File: src/rtl/eye_centroid_calc_pkg.sv
// Shared widths and sequencing-FSM encoding for the eye centroid engine.
package eye_centroid_calc_pkg;
  localparam int PIX_W    = 8;
  localparam int X_W      = 10;
  localparam int Y_W      = 10;
  localparam int SUM_S_W  = 20;
  localparam int SUM_SX_W = 28;
  localparam int SUM_SY_W = 28;

  typedef enum logic [1:0] {
    ST_IDLE   = 2'd0,
    ST_DIV_X  = 2'd1,
    ST_DIV_Y  = 2'd2,
    ST_UPDATE = 2'd3
  } state_e;
endpackage

File: src/rtl/eye_serial_div.sv
// Restoring serial divider: one quotient bit per cycle, MSB first; the start
// cycle already performs the first iteration, so the result is ready DIVIDEND_W cycles later.
module eye_serial_div #(
  parameter int DIVIDEND_W = 28,
  parameter int DIVISOR_W  = 20
) (
  input  logic                  CLK,
  input  logic                  RST_N,
  input  logic                  iSTART,
  input  logic [DIVIDEND_W-1:0] iDIVIDEND,
  input  logic [DIVISOR_W-1:0]  iDIVISOR,
  output logic [DIVIDEND_W-1:0] oQUOTIENT,
  output logic                  oVALID
);
  localparam int CNT_W = $clog2(DIVIDEND_W + 1);

  logic [DIVIDEND_W-1:0] rem_q, quo_q, dvs_q;
  logic [DIVIDEND_W-1:0] src_rem, src_quo, src_dvs, rem_d, quo_d, trial;
  logic [DIVIDEND_W:0]   shifted;
  logic [CNT_W-1:0]      cnt_q;
  logic                  zero_q, valid_q, ge;

  always_comb begin
    src_rem = iSTART ? '0 : rem_q;
    src_quo = iSTART ? iDIVIDEND : quo_q;
    src_dvs = iSTART ? DIVIDEND_W'(iDIVISOR) : dvs_q;
    shifted = {src_rem, src_quo[DIVIDEND_W-1]};
    ge      = shifted >= {1'b0, src_dvs};
    trial   = shifted[DIVIDEND_W-1:0] - src_dvs;
    rem_d   = ge ? trial : shifted[DIVIDEND_W-1:0];
    quo_d   = {src_quo[DIVIDEND_W-2:0], ge};
  end

  always_ff @(posedge CLK or negedge RST_N) begin
    if (!RST_N) begin
      cnt_q   <= '0;
      zero_q  <= 1'b0;
      valid_q <= 1'b0;
    end else if (iSTART) begin
      cnt_q   <= CNT_W'(DIVIDEND_W - 1);
      zero_q  <= (iDIVISOR == '0);
      valid_q <= 1'b0;
    end else begin
      if (cnt_q != '0) cnt_q <= cnt_q - 1'b1;
      valid_q <= (cnt_q == CNT_W'(1));
    end
  end

  // Datapath registers carry no reset; they are always reloaded by iSTART before use.
  always_ff @(posedge CLK) begin
    if (iSTART || cnt_q != '0) begin
      rem_q <= rem_d;
      quo_q <= quo_d;
    end
    if (iSTART) dvs_q <= src_dvs;
  end

  assign oQUOTIENT = zero_q ? '0 : quo_q;
  assign oVALID    = valid_q;
endmodule

File: src/rtl/eye_centroid_calc.sv
// Frame centroid engine: thresholds the pixel stream, accumulates dark-pixel
// count and X/Y sums, latches them at frame end and serially divides for the centroid.
module eye_centroid_calc
  import eye_centroid_calc_pkg::*;
#(
  parameter int PIX_WIDTH    = PIX_W,
  parameter int X_WIDTH      = X_W,
  parameter int Y_WIDTH      = Y_W,
  parameter int SUM_S_WIDTH  = SUM_S_W,
  parameter int SUM_SX_WIDTH = SUM_SX_W,
  parameter int SUM_SY_WIDTH = SUM_SY_W
) (
  input  logic                    CLK,
  input  logic                    RST_N,
  input  logic                    iVSYNC,
  input  logic                    iDE,
  input  logic [PIX_WIDTH-1:0]    iPIXEL,
  input  logic [PIX_WIDTH-1:0]    iTHRESHOLD,
  output logic [SUM_S_WIDTH-1:0]  oSUM_S,
  output logic [SUM_SX_WIDTH-1:0] oSUM_SX,
  output logic [SUM_SY_WIDTH-1:0] oSUM_SY,
  output logic [SUM_SX_WIDTH-1:0] oQUOTIENT_SX,
  output logic [SUM_SY_WIDTH-1:0] oQUOTIENT_SY,
  output logic                    oDONE
);
  localparam int DIV_W = SUM_SX_WIDTH;

  function automatic logic [X_WIDTH-1:0] sat_inc_x(input logic [X_WIDTH-1:0] a);
    return (a == '1) ? a : a + 1'b1;
  endfunction

  function automatic logic [Y_WIDTH-1:0] sat_inc_y(input logic [Y_WIDTH-1:0] a);
    return (a == '1) ? a : a + 1'b1;
  endfunction

  function automatic logic [SUM_S_WIDTH-1:0] sat_inc_s(input logic [SUM_S_WIDTH-1:0] a);
    return (a == '1) ? a : a + 1'b1;
  endfunction

  function automatic logic [SUM_SX_WIDTH-1:0] sat_add_sx(input logic [SUM_SX_WIDTH-1:0] a,
                                                          input logic [X_WIDTH-1:0] b);
    logic [SUM_SX_WIDTH:0] t;
    t = {1'b0, a} + (SUM_SX_WIDTH+1)'(b);
    return t[SUM_SX_WIDTH] ? '1 : t[SUM_SX_WIDTH-1:0];
  endfunction

  function automatic logic [SUM_SY_WIDTH-1:0] sat_add_sy(input logic [SUM_SY_WIDTH-1:0] a,
                                                          input logic [Y_WIDTH-1:0] b);
    logic [SUM_SY_WIDTH:0] t;
    t = {1'b0, a} + (SUM_SY_WIDTH+1)'(b);
    return t[SUM_SY_WIDTH] ? '1 : t[SUM_SY_WIDTH-1:0];
  endfunction

  state_e                  state_q, state_d;
  logic                    vsync_q, de_q, armed_q, kick_q, done_q;
  logic [PIX_WIDTH-1:0]    thr_q;
  logic [X_WIDTH-1:0]      x_q;
  logic [Y_WIDTH-1:0]      y_q;
  logic [SUM_S_WIDTH-1:0]  acc_s_q, sum_s_q;
  logic [SUM_SX_WIDTH-1:0] acc_sx_q, sum_sx_q, quo_sx_q, qx_hold_q;
  logic [SUM_SY_WIDTH-1:0] acc_sy_q, sum_sy_q, quo_sy_q;
  logic                    rise, fall, accept, pix_hit, x_done, y_done, upd;
  logic                    div_start, div_valid;
  logic [DIV_W-1:0]        div_dividend, div_quo;

  assign rise    = iVSYNC & ~vsync_q;
  assign fall    = ~iVSYNC & vsync_q;
  assign accept  = rise & armed_q;
  assign pix_hit = armed_q & iDE & ~rise & (iPIXEL < thr_q);

  // kick_q holds off a stale divider valid during the cycle right after a (re)start.
  assign x_done       = (state_q == ST_DIV_X) & div_valid & ~kick_q;
  assign y_done       = (state_q == ST_DIV_Y) & div_valid;
  assign upd          = y_done & ~accept;
  assign div_start    = kick_q | x_done;
  assign div_dividend = kick_q ? sum_sx_q : DIV_W'(sum_sy_q);

  eye_serial_div #(
    .DIVIDEND_W (DIV_W),
    .DIVISOR_W  (SUM_S_WIDTH)
  ) u_div (
    .CLK       (CLK),
    .RST_N     (RST_N),
    .iSTART    (div_start),
    .iDIVIDEND (div_dividend),
    .iDIVISOR  (sum_s_q),
    .oQUOTIENT (div_quo),
    .oVALID    (div_valid)
  );

  always_comb begin
    state_d = state_q;
    unique case (state_q)
      ST_IDLE:   state_d = ST_IDLE;
      ST_DIV_X:  if (x_done) state_d = ST_DIV_Y;
      ST_DIV_Y:  if (y_done) state_d = ST_UPDATE;
      ST_UPDATE: state_d = ST_IDLE;
      default:   state_d = ST_IDLE;
    endcase
    if (accept) state_d = ST_DIV_X;
  end

  always_ff @(posedge CLK or negedge RST_N) begin
    if (!RST_N) state_q <= ST_IDLE;
    else        state_q <= state_d;
  end

  // Frame front end: edge detect, coordinate counters, saturating accumulators.
  always_ff @(posedge CLK or negedge RST_N) begin
    if (!RST_N) begin
      vsync_q  <= 1'b1;
      de_q     <= 1'b0;
      armed_q  <= 1'b0;
      thr_q    <= '0;
      x_q      <= '0;
      y_q      <= '0;
      acc_s_q  <= '0;
      acc_sx_q <= '0;
      acc_sy_q <= '0;
    end else begin
      vsync_q <= iVSYNC;
      de_q    <= iDE;
      if (fall) begin
        armed_q  <= 1'b1;
        thr_q    <= iTHRESHOLD;
        x_q      <= '0;
        y_q      <= '0;
        acc_s_q  <= '0;
        acc_sx_q <= '0;
        acc_sy_q <= '0;
      end else begin
        if (iDE) begin
          x_q <= sat_inc_x(x_q);
        end else if (de_q) begin
          x_q <= '0;
          y_q <= sat_inc_y(y_q);
        end
        if (pix_hit) begin
          acc_s_q  <= sat_inc_s(acc_s_q);
          acc_sx_q <= sat_add_sx(acc_sx_q, x_q);
          acc_sy_q <= sat_add_sy(acc_sy_q, y_q);
        end
        if (accept) armed_q <= 1'b0;
      end
    end
  end

  // Result side: frame sums at frame end, quotients only in the update cycle.
  always_ff @(posedge CLK or negedge RST_N) begin
    if (!RST_N) begin
      sum_s_q   <= '0;
      sum_sx_q  <= '0;
      sum_sy_q  <= '0;
      quo_sx_q  <= '0;
      quo_sy_q  <= '0;
      qx_hold_q <= '0;
      kick_q    <= 1'b0;
      done_q    <= 1'b0;
    end else begin
      kick_q <= accept;
      done_q <= upd;
      if (accept) begin
        sum_s_q  <= acc_s_q;
        sum_sx_q <= acc_sx_q;
        sum_sy_q <= acc_sy_q;
      end
      if (x_done) qx_hold_q <= div_quo;
      if (upd) begin
        quo_sx_q <= qx_hold_q;
        quo_sy_q <= SUM_SY_WIDTH'(div_quo);
      end
    end
  end

  assign oSUM_S       = sum_s_q;
  assign oSUM_SX      = sum_sx_q;
  assign oSUM_SY      = sum_sy_q;
  assign oQUOTIENT_SX = quo_sx_q;
  assign oQUOTIENT_SY = quo_sy_q;
  assign oDONE        = done_q;
endmodule

File: config.mk
export PLATFORM = sky130hd
export DESIGN_NAME = eye_centroid_calc
export DESIGN_NICKNAME = d
export VERILOG_FILES = /design/src/rtl/eye_centroid_calc_pkg.sv /design/src/rtl/eye_serial_div.sv /design/src/rtl/eye_centroid_calc.sv
export SDC_FILE = /design/constraint.sdc
export NUM_CORES = 1
export LEC_CHECK = 0
export CORE_MARGIN = 8
export CORE_UTILIZATION = 55
export DETAILED_ROUTE_END_ITERATION = 12
export GPL_ROUTABILITY_DRIVEN = 0
export HOLD_SLACK_MARGIN = 0.12
export PLACE_DENSITY_LB_ADDON = 0.05
export SETUP_SLACK_MARGIN = 0.02
export SYNTH_ARGS = -nofsm -noshare
export SYNTH_HDL_FRONTEND = slang
export SYNTH_SLANG_ARGS = --single-unit
File: constraint.sdc
create_clock -name CLK -period 11.4 [get_ports CLK]
set_input_delay 1.71 -clock CLK [delete_from_list [all_inputs] [get_ports CLK]]
set_output_delay 1.71 -clock CLK [all_outputs]
set_load 0.01 [all_outputs]
# Word level (Yosys, flattened, before mapping)
# Index checks and enable logic that the tools add are counted.
dict set report op_classes {
  n_reduce_logical 14
  eq_ne 13
  mux 32
  mul 0
  n_lt_le_gt_ge 2
  shifts 0
  addsub 7
  n_div 0
  bitwise_logic 16
}
# op count
set op_table {}
lappend op_table {{$mux W28} 12}
lappend op_table {{$mux W10} 8}
lappend op_table {{$mux W20} 3}
lappend op_table {{$add A28 B10 Y29} 2}
lappend op_table {{$ge A29 B28 Y1} 1}
lappend op_table {{$sub A28 B28 Y28} 1}
lappend op_table {{$add A10 B1 Y10 const B} 2}
lappend op_table {{$add A20 B1 Y20 const B} 1}
lappend op_table {{$eq A10 B10 Y1 const B} 2}
lappend op_table {{$eq A20 B20 Y1 const B} 1}
lappend op_table {{$logic_not A20 Y1} 1}
lappend op_table {{$and A1 B1 Y1} 10}
lappend op_table {{$mux W5} 2}
lappend op_table {{$ne A3 B3 Y1 const B} 3}
lappend op_table {{$lt A8 B8 Y1} 1}
lappend op_table {{$reduce_bool A2 Y1} 4}
lappend op_table {{$mux W2} 3}
lappend op_table {{$pmux W2 S3} 1}
lappend op_table {{$reduce_and A2 Y1} 3}
lappend op_table {{$eq A5 B1 Y1 const B} 1}
lappend op_table {{$not A1 Y1} 5}
lappend op_table {{$reduce_bool A5 Y1} 1}
lappend op_table {{$sub A5 B1 Y5 const B} 1}
lappend op_table {{$eq A2 B2 Y1 const B} 2}
lappend op_table {{other kinds (10)} 13}
dict set report totals {
  romBits 0
  mem_bits_rw 0
  latchBits 0
  in_bits 20
  out_inout_bits 133
  regBits 362
  memories 0
}

# Logic depth before layout (Yosys ltp)
# Gate-level depths: netlist of the first run.
dict set report depth {
  ltp_word 7
  depth_mapped 23
  depth_no_buf 18
}

# Cells and area by module
# A second synthesis of the first run with hierarchy kept.
dict set report hier_totals {
  hier_cells 1789
  area_unflattened_um2 18791.8
}
# module cells_per_inst area_each_um2 n_inst seq_area_each_um2
set by_module_without_submodules {}
lappend by_module_without_submodules {eye_centroid_calc 1229 12853.6 1 6782.8}
lappend by_module_without_submodules {eye_serial_div 560 5938.2 1 2697.6}

# Least setup slack after synthesis of the first run
# No wires, ideal clock.
dict set report synth_path {
  path_type {register -> register}
  from {register state_q[1]}
  to {register u_div.rem_q[12] (data pin)}
  setup_slack_ps 6284
  t_arrival_ps 4844
  t_required_ps 11128
  path_buffers 4
  path_stages_with_launch 23
  synth_period_minus_slack_ps 5116
  path_cell_list {dfrtp_1 -> inv_1 -> ha_1 -> buf_2 -> a21oi_4 -> inv_2 -> buf_6 -> clkbuf_1 -> buf_1 -> nand2_1 -> nand2_1 -> ha_1 -> inv_1 -> ha_1 -> a21oi_1 -> nor2_1 -> or3_1 -> a21boi_1 -> o31a_1 -> o21a_1 -> xnor2_1 -> nor3_1 -> or4b_1}
}
dict set report synth_via {
  elab_chain_cells 7
  word_cells_on_any_way 10
}
# element line
set synth_lines {}
lappend synth_lines {{start, declared} eye_centroid_calc.sv:54} ;# state_e state_q, state_d;
lappend synth_lines {{start signal, assigned} eye_centroid_calc.sv:105} ;# else state_q <= state_d;
lappend synth_lines {{$eq A2 B1 Y1 *} eye_centroid_calc.sv:72} ;# assign x_done = (state_q == ST_DIV_X) & div_valid & ~kick_q;
lappend synth_lines {{$and A1 B1 Y1 * (2 in a row)} eye_centroid_calc.sv:72}
lappend synth_lines {{$or A1 B1 Y1 *} eye_centroid_calc.sv:75} ;# assign div_start = kick_q | x_done;
lappend synth_lines {{net div_start} eye_centroid_calc.sv:63} ;# logic div_start, div_valid;
lappend synth_lines {{$mux W28 *} eye_serial_div.sv:26} ;# src_dvs = iSTART ? DIVIDEND_W'(iDIVISOR) : dvs_q;
lappend synth_lines {{net u_div.src_dvs[0]} eye_serial_div.sv:18} ;# logic [DIVIDEND_W-1:0] src_rem, src_quo, src_dvs, rem_d, quo_d, trial;
lappend synth_lines {{$sub A28 B28 Y28 / $ge A29 B28 Y1 (equally long branches)} {eye_serial_div.sv:29, eye_serial_div.sv:28}}
lappend synth_lines {{$mux W28 *} eye_serial_div.sv:30} ;# rem_d = ge ? trial : shifted[DIVIDEND_W-1:0];
lappend synth_lines {{net u_div.rem_d[12]} eye_serial_div.sv:18}
lappend synth_lines {{end signal, assigned} eye_serial_div.sv:52} ;# rem_q <= rem_d;
lappend synth_lines {{end, declared} eye_serial_div.sv:17} ;# logic [DIVIDEND_W-1:0] rem_q, quo_q, dvs_q;
# Mark *: on every way through the listed nets, which the timed path passes. The rest lies on a longest branch.
# A chain may end at the register's enable or synchronous reset.

# Worst setup path after layout of the first run
dict set report layout_path {
  from {register kick_q}
  to {register u_div.rem_q[19] (data pin)}
}
dict set report layout_via {
  elab_chain_cells 6
  word_cells_on_any_way 10
}
# element line
set layout_lines {}
lappend layout_lines {{start, declared} eye_centroid_calc.sv:55} ;# logic vsync_q, de_q, armed_q, kick_q, done_q;
lappend layout_lines {{start signal, assigned} eye_centroid_calc.sv:160} ;# kick_q <= accept;
lappend layout_lines {{$not A1 Y1} eye_centroid_calc.sv:72}
lappend layout_lines {{$and A1 B1 Y1} eye_centroid_calc.sv:72}
lappend layout_lines {{$or A1 B1 Y1} eye_centroid_calc.sv:75}
lappend layout_lines {{$mux W28, on equally long branches} {eye_serial_div.sv:25, eye_serial_div.sv:24, eye_serial_div.sv:26}}
lappend layout_lines {{$sub A28 B28 Y28 / $ge A29 B28 Y1 (equally long branches)} {eye_serial_div.sv:29, eye_serial_div.sv:28}}
lappend layout_lines {{$mux W28 *} eye_serial_div.sv:30}
lappend layout_lines {{net u_div.rem_d[19]} eye_serial_div.sv:18}
# Marked as above.

==> results of run 1 <==
## where the power goes
group	leakage [uW]	internal [uW]	switching (uW)
combinational	0.00464	580	750
clock	0.000623	736	512
sequential	0.00467	1620	197
total	0.00993	2930	1460
## synthesized netlist by cell type, types with 3 or more instances
master	number
sky130_fd_sc_hd__a2111oi_0	3
sky130_fd_sc_hd__a211oi_1	16
sky130_fd_sc_hd__a21o_1	20
sky130_fd_sc_hd__a21oi_1	73
sky130_fd_sc_hd__a22o_1	3
sky130_fd_sc_hd__a311oi_1	10
sky130_fd_sc_hd__a31oi_1	21
sky130_fd_sc_hd__a41o_1	4
sky130_fd_sc_hd__a41oi_1	4
sky130_fd_sc_hd__and2_1	48
sky130_fd_sc_hd__and3_1	26
sky130_fd_sc_hd__and4_1	8
sky130_fd_sc_hd__buf_1	8
sky130_fd_sc_hd__buf_2	5
sky130_fd_sc_hd__buf_6	3
sky130_fd_sc_hd__clkbuf_1	81
sky130_fd_sc_hd__dfrtp_1	277
sky130_fd_sc_hd__edfxtp_1	84
sky130_fd_sc_hd__ha_1	60
sky130_fd_sc_hd__inv_1	60
sky130_fd_sc_hd__maj3_1	6
sky130_fd_sc_hd__mux2i_1	38
sky130_fd_sc_hd__nand2_1	519
sky130_fd_sc_hd__nand2b_1	34
sky130_fd_sc_hd__nand3_1	40
sky130_fd_sc_hd__nand4_1	26
sky130_fd_sc_hd__nor2_1	106
sky130_fd_sc_hd__nor2b_1	8
sky130_fd_sc_hd__nor3_1	30
sky130_fd_sc_hd__nor4_1	10
sky130_fd_sc_hd__nor4b_1	3
sky130_fd_sc_hd__o211ai_1	6
sky130_fd_sc_hd__o21a_1	7
sky130_fd_sc_hd__o21ai_0	154
sky130_fd_sc_hd__o21bai_1	9
sky130_fd_sc_hd__o22ai_1	3
sky130_fd_sc_hd__o31ai_1	8
sky130_fd_sc_hd__or2_2	5
sky130_fd_sc_hd__or3_1	7
sky130_fd_sc_hd__or4_1	3
sky130_fd_sc_hd__xnor2_1	30
sky130_fd_sc_hd__xor2_1	56
## final cells by class
class,instances,area [um2],share of cell area
clock buffers,63,1220,0.0571
clock inverters,7,53.8,0.00251
inverters,62,233,0.0109
multi-input cells,1439,8210,0.384
flip-flops and latches,362,9480,0.443
well taps,448,561,0.0262
repair buffers,166,1640,0.0768
## through the flow
step	std cells	worst slack, ns	hold slack, ns
final	2547	4.32	0.461
after CTS	2547	4.34	0.466
after detailed placement	2477	4.37	0.450
after floorplan	1962	6.28	0.439
after global routing	2547	3.78	0.490
after global placement	2477	4.56	0.447
## cell families (layout without fill, tap and decap cells)
group / after synthesis / count (layout) / synth area share
buf+inv: 161 / 298 / 0.0350
simple gates: 880 / 880 / 0.214
mux: 40 / 40 / 0.0220
xor+xnor: 86 / 86 / 0.0411
compound gates: 365 / 365 / 0.124
flops: 362 / 362 / 0.518
fa+ha+maj: 68 / 68 / 0.0465
## cells in the final DEF (no fill, tap or decap), types with 9 or more instances in the layout
cell type / instances
sky130_fd_sc_hd__a211oi_1: 16
sky130_fd_sc_hd__a21o_1: 20
sky130_fd_sc_hd__a21oi_1: 73
sky130_fd_sc_hd__a311oi_1: 10
sky130_fd_sc_hd__a31oi_1: 21
sky130_fd_sc_hd__and2_1: 48
sky130_fd_sc_hd__and3_1: 26
sky130_fd_sc_hd__buf_4: 13
sky130_fd_sc_hd__clkbuf_1: 13
sky130_fd_sc_hd__clkbuf_16: 43
sky130_fd_sc_hd__clkdlybuf4s50_1: 151
sky130_fd_sc_hd__dfrtp_1: 276
sky130_fd_sc_hd__edfxtp_1: 84
sky130_fd_sc_hd__ha_1: 60
sky130_fd_sc_hd__inv_1: 59
sky130_fd_sc_hd__mux2i_1: 38
sky130_fd_sc_hd__nand2_1: 518
sky130_fd_sc_hd__nand2b_1: 33
sky130_fd_sc_hd__nand3_1: 38
sky130_fd_sc_hd__nand4_1: 26
sky130_fd_sc_hd__nor2_1: 106
sky130_fd_sc_hd__nor3_1: 30
sky130_fd_sc_hd__nor4_1: 10
sky130_fd_sc_hd__o21ai_0: 154
sky130_fd_sc_hd__o21bai_1: 9
sky130_fd_sc_hd__xnor2_1: 30
sky130_fd_sc_hd__xor2_1: 56
## critical path: stages (launching register included)
cell                        delay, ns
sky130_fd_sc_hd__dfrtp_2         0.93
sky130_fd_sc_hd__a21oi_4         0.28
sky130_fd_sc_hd__inv_2           0.46
sky130_fd_sc_hd__buf_4           0.51
sky130_fd_sc_hd__nand2_1         0.09
sky130_fd_sc_hd__and2_1          0.18
sky130_fd_sc_hd__ha_1            0.23
sky130_fd_sc_hd__maj3_1          0.37
sky130_fd_sc_hd__a221oi_1        0.53
sky130_fd_sc_hd__a2111oi_4       0.17
sky130_fd_sc_hd__nor4_2          0.34
sky130_fd_sc_hd__a211oi_2        0.12
sky130_fd_sc_hd__nor2_2          0.81
sky130_fd_sc_hd__clkinv_1        1.12
sky130_fd_sc_hd__o221a_2         0.62
## per-layer routing
layer / track usage / up-vias / wire length (um)
met3: 0.0399 / 73 / 2860
li1: - / 6946 / -
met5: 0 / - / 11
met1: 0.353 / 6883 / 22000
met4: 0.0629 / 2 / 1030
met2: 0.353 / 403 / 20100
## worst paths after layout
check,endpoint,depth (start not counted)
setup / recovery,u_div.rem_q[19],14
hold / removal,oQUOTIENT_SX[26],2
setup reg to reg,u_div.rem_q[19],14
hold reg to reg,oQUOTIENT_SX[26],2
max in group asynchronous,acc_s_q[15],2
min in group asynchronous,oQUOTIENT_SX[17],1
==> qor.tcl, run 1 <==
set qor(num_rows) 67
set qor(dpl.hpwl_mm) 31.8
set qor(worst_setup_hold_path_clk_slew_ns) 0.06
set qor(grt_start_max_net_pins) 159
set qor(number_of_iterations_in_the_first_detailed_routing_pass) 6
set qor(via_count) 14300
set qor(count_of_port_buffers_added_during_placement) 152
set qor(synth.yosys.warnings) 0
set qor(max_cap_viol_count) 0
set qor(nets_in_the_synthesized_netlist) 2044
set qor(rr_startpoint) {kick_q}
set qor(fp.dieArea_um2) 39400
set qor(power_per_cell_area_nw_per_um2) 205
set qor(ys_async_sr_fraction) 0.768
set qor(grt_first_pass_wirelength_mm) 75.5
set qor(setup-tns-final_ns) 0
set qor(fp.coreArea_um2) 33200
set qor(pin_count) 153
set qor(mappedNetlistArea_um2) 18300
set qor(r2r_slack_ns) 4.32
set qor(number_of_clock_sinks) 362
set qor(finalNetCount) 2152
set qor(initial_utilization) 0.552
set qor(synthFlopType) {sky130_fd_sc_hd__dfrtp_1}
set qor(worstSkewPairLatency_ns) 0.54
set qor(setup-violations-final) 0
set qor(die-height_um) 198
set qor(htreeDepth) 2
set qor(crit_arrival_ns) 7.36
set qor(report.final.hold_viol_count) 0
set qor(timing.critical_path.fanout_max) 59
set qor(cts_root_buf) {sky130_fd_sc_hd__clkbuf_16}
set qor(n_antenna_cell) 0
set qor(synth_seq_area_share) 0.518
set qor(cp_data_required_time_ns) 11.68
set qor(startpoint) {kick_q}
set qor(cts_hold_buffers) 0
set qor(synth_top_cells_by_area) {sky130_fd_sc_hd__dfrtp_1 (38%), sky130_fd_sc_hd__edfxtp_1 (14%), sky130_fd_sc_hd__nand2_1 (11%)}
set qor(endpoint_kind) {register}
set qor(num-fill-cells) 2822
set qor(finalWorstPathRequiredPeriod_ns) 7.08
set qor(vdd_drop_max_v) 0.000137
set qor(worstSetupStartpointType) {register}
set qor(slew_headroom) 0.306
set qor(drt-vias-per-instance) 5.62
set qor(grt_antenna_before_repair) 1
set qor(wl_per_cell_um) 18.1
set qor(routed_wl_mm) 46.0
set qor(finalPower_uw) 4390
set qor(synth_largest_type_area_fraction) 0.379
set qor(ctsResizeCount) 0
set qor(syn_inst) 1962
set qor(synth_enable_flop_cells) 84
set qor(synth.distinct_cells) 74
set qor(chipWidth_um) 198
set qor(finish.instance_area_um2) 21400
set qor(finalMaxSlewViolations) 0
set qor(dpl_cell_area_um2) 20100
set qor(globalRouteTotalUtil) 0.236
set qor(post_route_cells_drive_above_1_share) 0.0486
set qor(fin_worst_skew_ns) 0.0173
set qor(clock_tree.buffer_depth) 3
set qor(crit_type) {reg2reg}
set qor(post-route-period-util) 0.621
set qor(power.leakage_uw) 0.00993
set qor(worst-slew-pin-transition_ns) 1.04
set qor(cts_tree) {yes}
set qor(cts_inserted_buffers) 39
set qor(outcome) {finished clean}
set qor(initialDrtViolationCount) 1234
set qor(final_antenna_net_count) 0
set qor(rsz0062_at_grt) {no}
set qor(synthDominantAreaCellType) {sky130_fd_sc_hd__dfrtp_1}
set qor(synth_seq_cells) 362
set qor(max_freq_mhz) 141
set qor(final_core_util) 0.645
set qor(timing.hold.worst.class) {reg2reg}
set qor(synthToLayoutAreaGrowth_pct) 16.9
set qor(postSynthAreaPerCell_um2) 9.33
set qor(overflow) 0
set qor(worst_hold_startpoint) {qx_hold_q[26]}
set qor(first_global_vias) 13800
set qor(postCtsSetupRepairBufs) 0
set qor(drc) 0
(Power assumes the default switching activity.)
==> run 2, diff against run 1 <==
clock period = 7.2 ns   (was 11.4 ns; I/O delays follow)
==> qor.tcl, run 2 (synthesis results as in run 1) <==
set qor(cts_inserted_buffers) 39
set qor(worstSetupStartpointType) {register}
set qor(final_antenna_net_count) 0
set qor(combPwrFrac) 0.302
set qor(report.final.hold_viol_count) 0
set qor(slowest_delay_ns) 0.95
set qor(cp_data_required_time_ns) 7.47
set qor(endpoint_kind) {register}
set qor(crit_arrival_ns) 5.45
set qor(worst_setup_hold_path_clk_slew_ns) 0.06
set qor(num_rows) 67
set qor(r2r_slack_ns) 2.02
set qor(hold_slack_ns) 0.461
set qor(cp_slowest_cell) {sky130_fd_sc_hd__dfrtp_2}
set qor(cp.buffers_inverters) 2
set qor(vdd_drop_max_v) 0.000162
set qor(path_cells) {a21oi_4 > inv_2 > nand2_1 > and2_1 > ha_1 > nand2_1 > nor4_1 > o211ai_2 > a2111oi_4 > nor4_2 > a211oi_2 > nor2_2 > buf_4 > nand3_1 > or4b_1}
set qor(finalPower_uw) 6970
set qor(initial_utilization) 0.552
set qor(worst_hold_startpoint) {qx_hold_q[3]}
set qor(pin_count) 153
set qor(die-height_um) 198
set qor(rsz0062_at_grt) {no}
set qor(slew_headroom) 0.314
set qor(dpl.hpwl_mm) 31.6
set qor(r2r_cells) 15
set qor(placed_cells) 2480
set qor(grt_start_max_net_pins) 185
set qor(fp.coreArea_um2) 33200
set qor(first_global_vias) 13800
set qor(finalNetCount) 2155
set qor(chipWidth_um) 198
set qor(max_cap_viol_count) 0
set qor(number_of_iterations_in_the_first_detailed_routing_pass) 6
set qor(worstSkewPairLatency_ns) 0.53
set qor(num-fill-cells) 2782
set qor(layout.cells.non_filler) 2550
set qor(htreeDepth) 2
set qor(finalMaxSlewViolations) 0
set qor(grt_antenna_before_repair) 0
set qor(switching_power_total_uw) 2290
set qor(cts_hold_buffers) 0
set qor(post-route-period-util) 0.719
set qor(cell_internal_pwr_uw) 4680
set qor(path_common_cell) {sky130_fd_sc_hd__nand2_1}
set qor(power.leakage_uw) 0.00997
set qor(cts_root_buf) {sky130_fd_sc_hd__clkbuf_16}
set qor(mostFrequentLayoutCell) {sky130_fd_sc_hd__nand2_1}
set qor(globalRouteTotalUtil) 0.232
set qor(share_clk_of_total_power) 0.286
set qor(max_freq_mhz) 193
set qor(grt_first_pass_wirelength_mm) 74.5
set qor(rr_startpoint) {kick_q}
set qor(hold_path_depth) 2
set qor(setup-tns-final_ns) 0
set qor(n_antenna_cell) 0
set qor(ctsResizeCount) 0
set qor(synthToLayoutAreaGrowth_pct) 17.2
set qor(number_of_clock_sinks) 362
set qor(mostFrequentLayoutCells) {sky130_fd_sc_hd__nand2_1 (518), sky130_fd_sc_hd__dfrtp_1 (276), sky130_fd_sc_hd__o21ai_0 (154)}
set qor(setup-violations-final) 0
set qor(seqPwrFrac) 0.412
set qor(post_route_cells_drive_above_1_share) 0.0514
set qor(cts_tree) {yes}
set qor(fp.dieArea_um2) 39400
set qor(finalWorstPathRequiredPeriod_ns) 5.18
set qor(timing.hold.worst.class) {reg2reg}
set qor(r2r-end) {u_div.rem_q[12]}
set qor(worst-slew-pin-transition_ns) 1.03
set qor(crit_type) {reg2reg}
set qor(via_count) 14200
set qor(count_of_port_buffers_added_during_placement) 152
set qor(drc) 0
set qor(holdPathEnd) {oQUOTIENT_SX[3]}
set qor(drt-vias-per-instance) 5.59
set qor(postCtsSetupRepairBufs) 0
set qor(routed_wl_mm) 45.3
set qor(final_core_util) 0.646
set qor(switching_share) 0.328
set qor(power_per_cell_area_nw_per_um2) 325
set qor(wl_per_cell_um) 17.8
set qor(initialDrtViolationCount) 1212
set qor(timing.critical_path.fanout_max) 59
set qor(overflow) 0
set qor(worst_path_dominant_cell_family) {simple AND/OR/NAND/NOR gates}
set qor(clock_tree.buffer_depth) 3
set qor(fin_worst_skew_ns) 0.0146
set qor(outcome) {finished clean}
run 2: power by group through the flow:
| stage | registers [uW] | logic, uW | clock network [uW] |
|---|---|---|---|
| finish | 2870 | 2100 | 1990 |
| global route | 2920 | 2350 | 2110 |
| CTS | 2870 | 2090 | 2040 |
| detailed placement | 2910 | 2080 | 0 |
| global placement | 2890 | 2040 | 0 |
| floorplan | 2810 | 1480 | 0 |
run 2: routing by layer:
layer	vias up	global-route usage	share of wire
met5	-	0	0
met3	59	0.0337	0.054
met2	332	0.350	0.44
met4	0	0.0615	0.020
li1	6952	-	-
met1	6899	0.348	0.49
run 2: worst register-to-register path, stage by stage, from the launching register on:
cell and delay (ns):
sky130_fd_sc_hd__dfrtp_2 0.95, sky130_fd_sc_hd__a21oi_4 0.05, sky130_fd_sc_hd__inv_2 0.72, sky130_fd_sc_hd__nand2_1 0.12, sky130_fd_sc_hd__and2_1 0.20, sky130_fd_sc_hd__ha_1 0.42
sky130_fd_sc_hd__nand2_1 0.16, sky130_fd_sc_hd__nor4_1 0.37, sky130_fd_sc_hd__o211ai_2 0.19, sky130_fd_sc_hd__a2111oi_4 0.41, sky130_fd_sc_hd__nor4_2 0.10, sky130_fd_sc_hd__a211oi_2 0.38
sky130_fd_sc_hd__nor2_2 0.07, sky130_fd_sc_hd__buf_4 0.23, sky130_fd_sc_hd__nand3_1 0.11, sky130_fd_sc_hd__or4b_1 0.44
run 2: how the worst max path moves through the flow:
| stage | startpoint | endpoint | slack, ns | depth (start not counted) |
|---|---|---|---|---|
| after floorplan | state_q[1] | u_div.rem_q[12] | 2.08 | 22 |
| after global placement | kick_q | u_div.rem_q[12] | 2.30 | 14 |
| after detailed placement | kick_q | u_div.rem_q[12] | 2.07 | 15 |
| after CTS | kick_q | u_div.rem_q[12] | 2.03 | 15 |
| after global routing | kick_q | u_div.rem_q[12] | 1.61 | 15 |
| final | kick_q | u_div.rem_q[12] | 2.02 | 15 |
run 2: cell type report:
cell class	count	area (um2)	area share
clock buffers	62	1210	0.0566
clock inverters	8	83.8	0.00391
inverters	62	233	0.0108
multi-input cells	1439	8210	0.383
flip-flops and latches	362	9480	0.442
well taps	448	561	0.0261
repair buffers	169	1670	0.0777
run 2: through the flow:
| step | instance area (um2) | worst slack [ns] |
|---|---|---|
| 2_1_floorplan | 18300 | 2.08 |
| 3_5_place_dp | 20200 | 2.07 |
| 6_report | 21500 | 2.02 |
| 4_1_cts | 21500 | 2.03 |
| 3_3_place_gp | 20200 | 2.30 |
| 5_1_grt | 21500 | 1.61 |
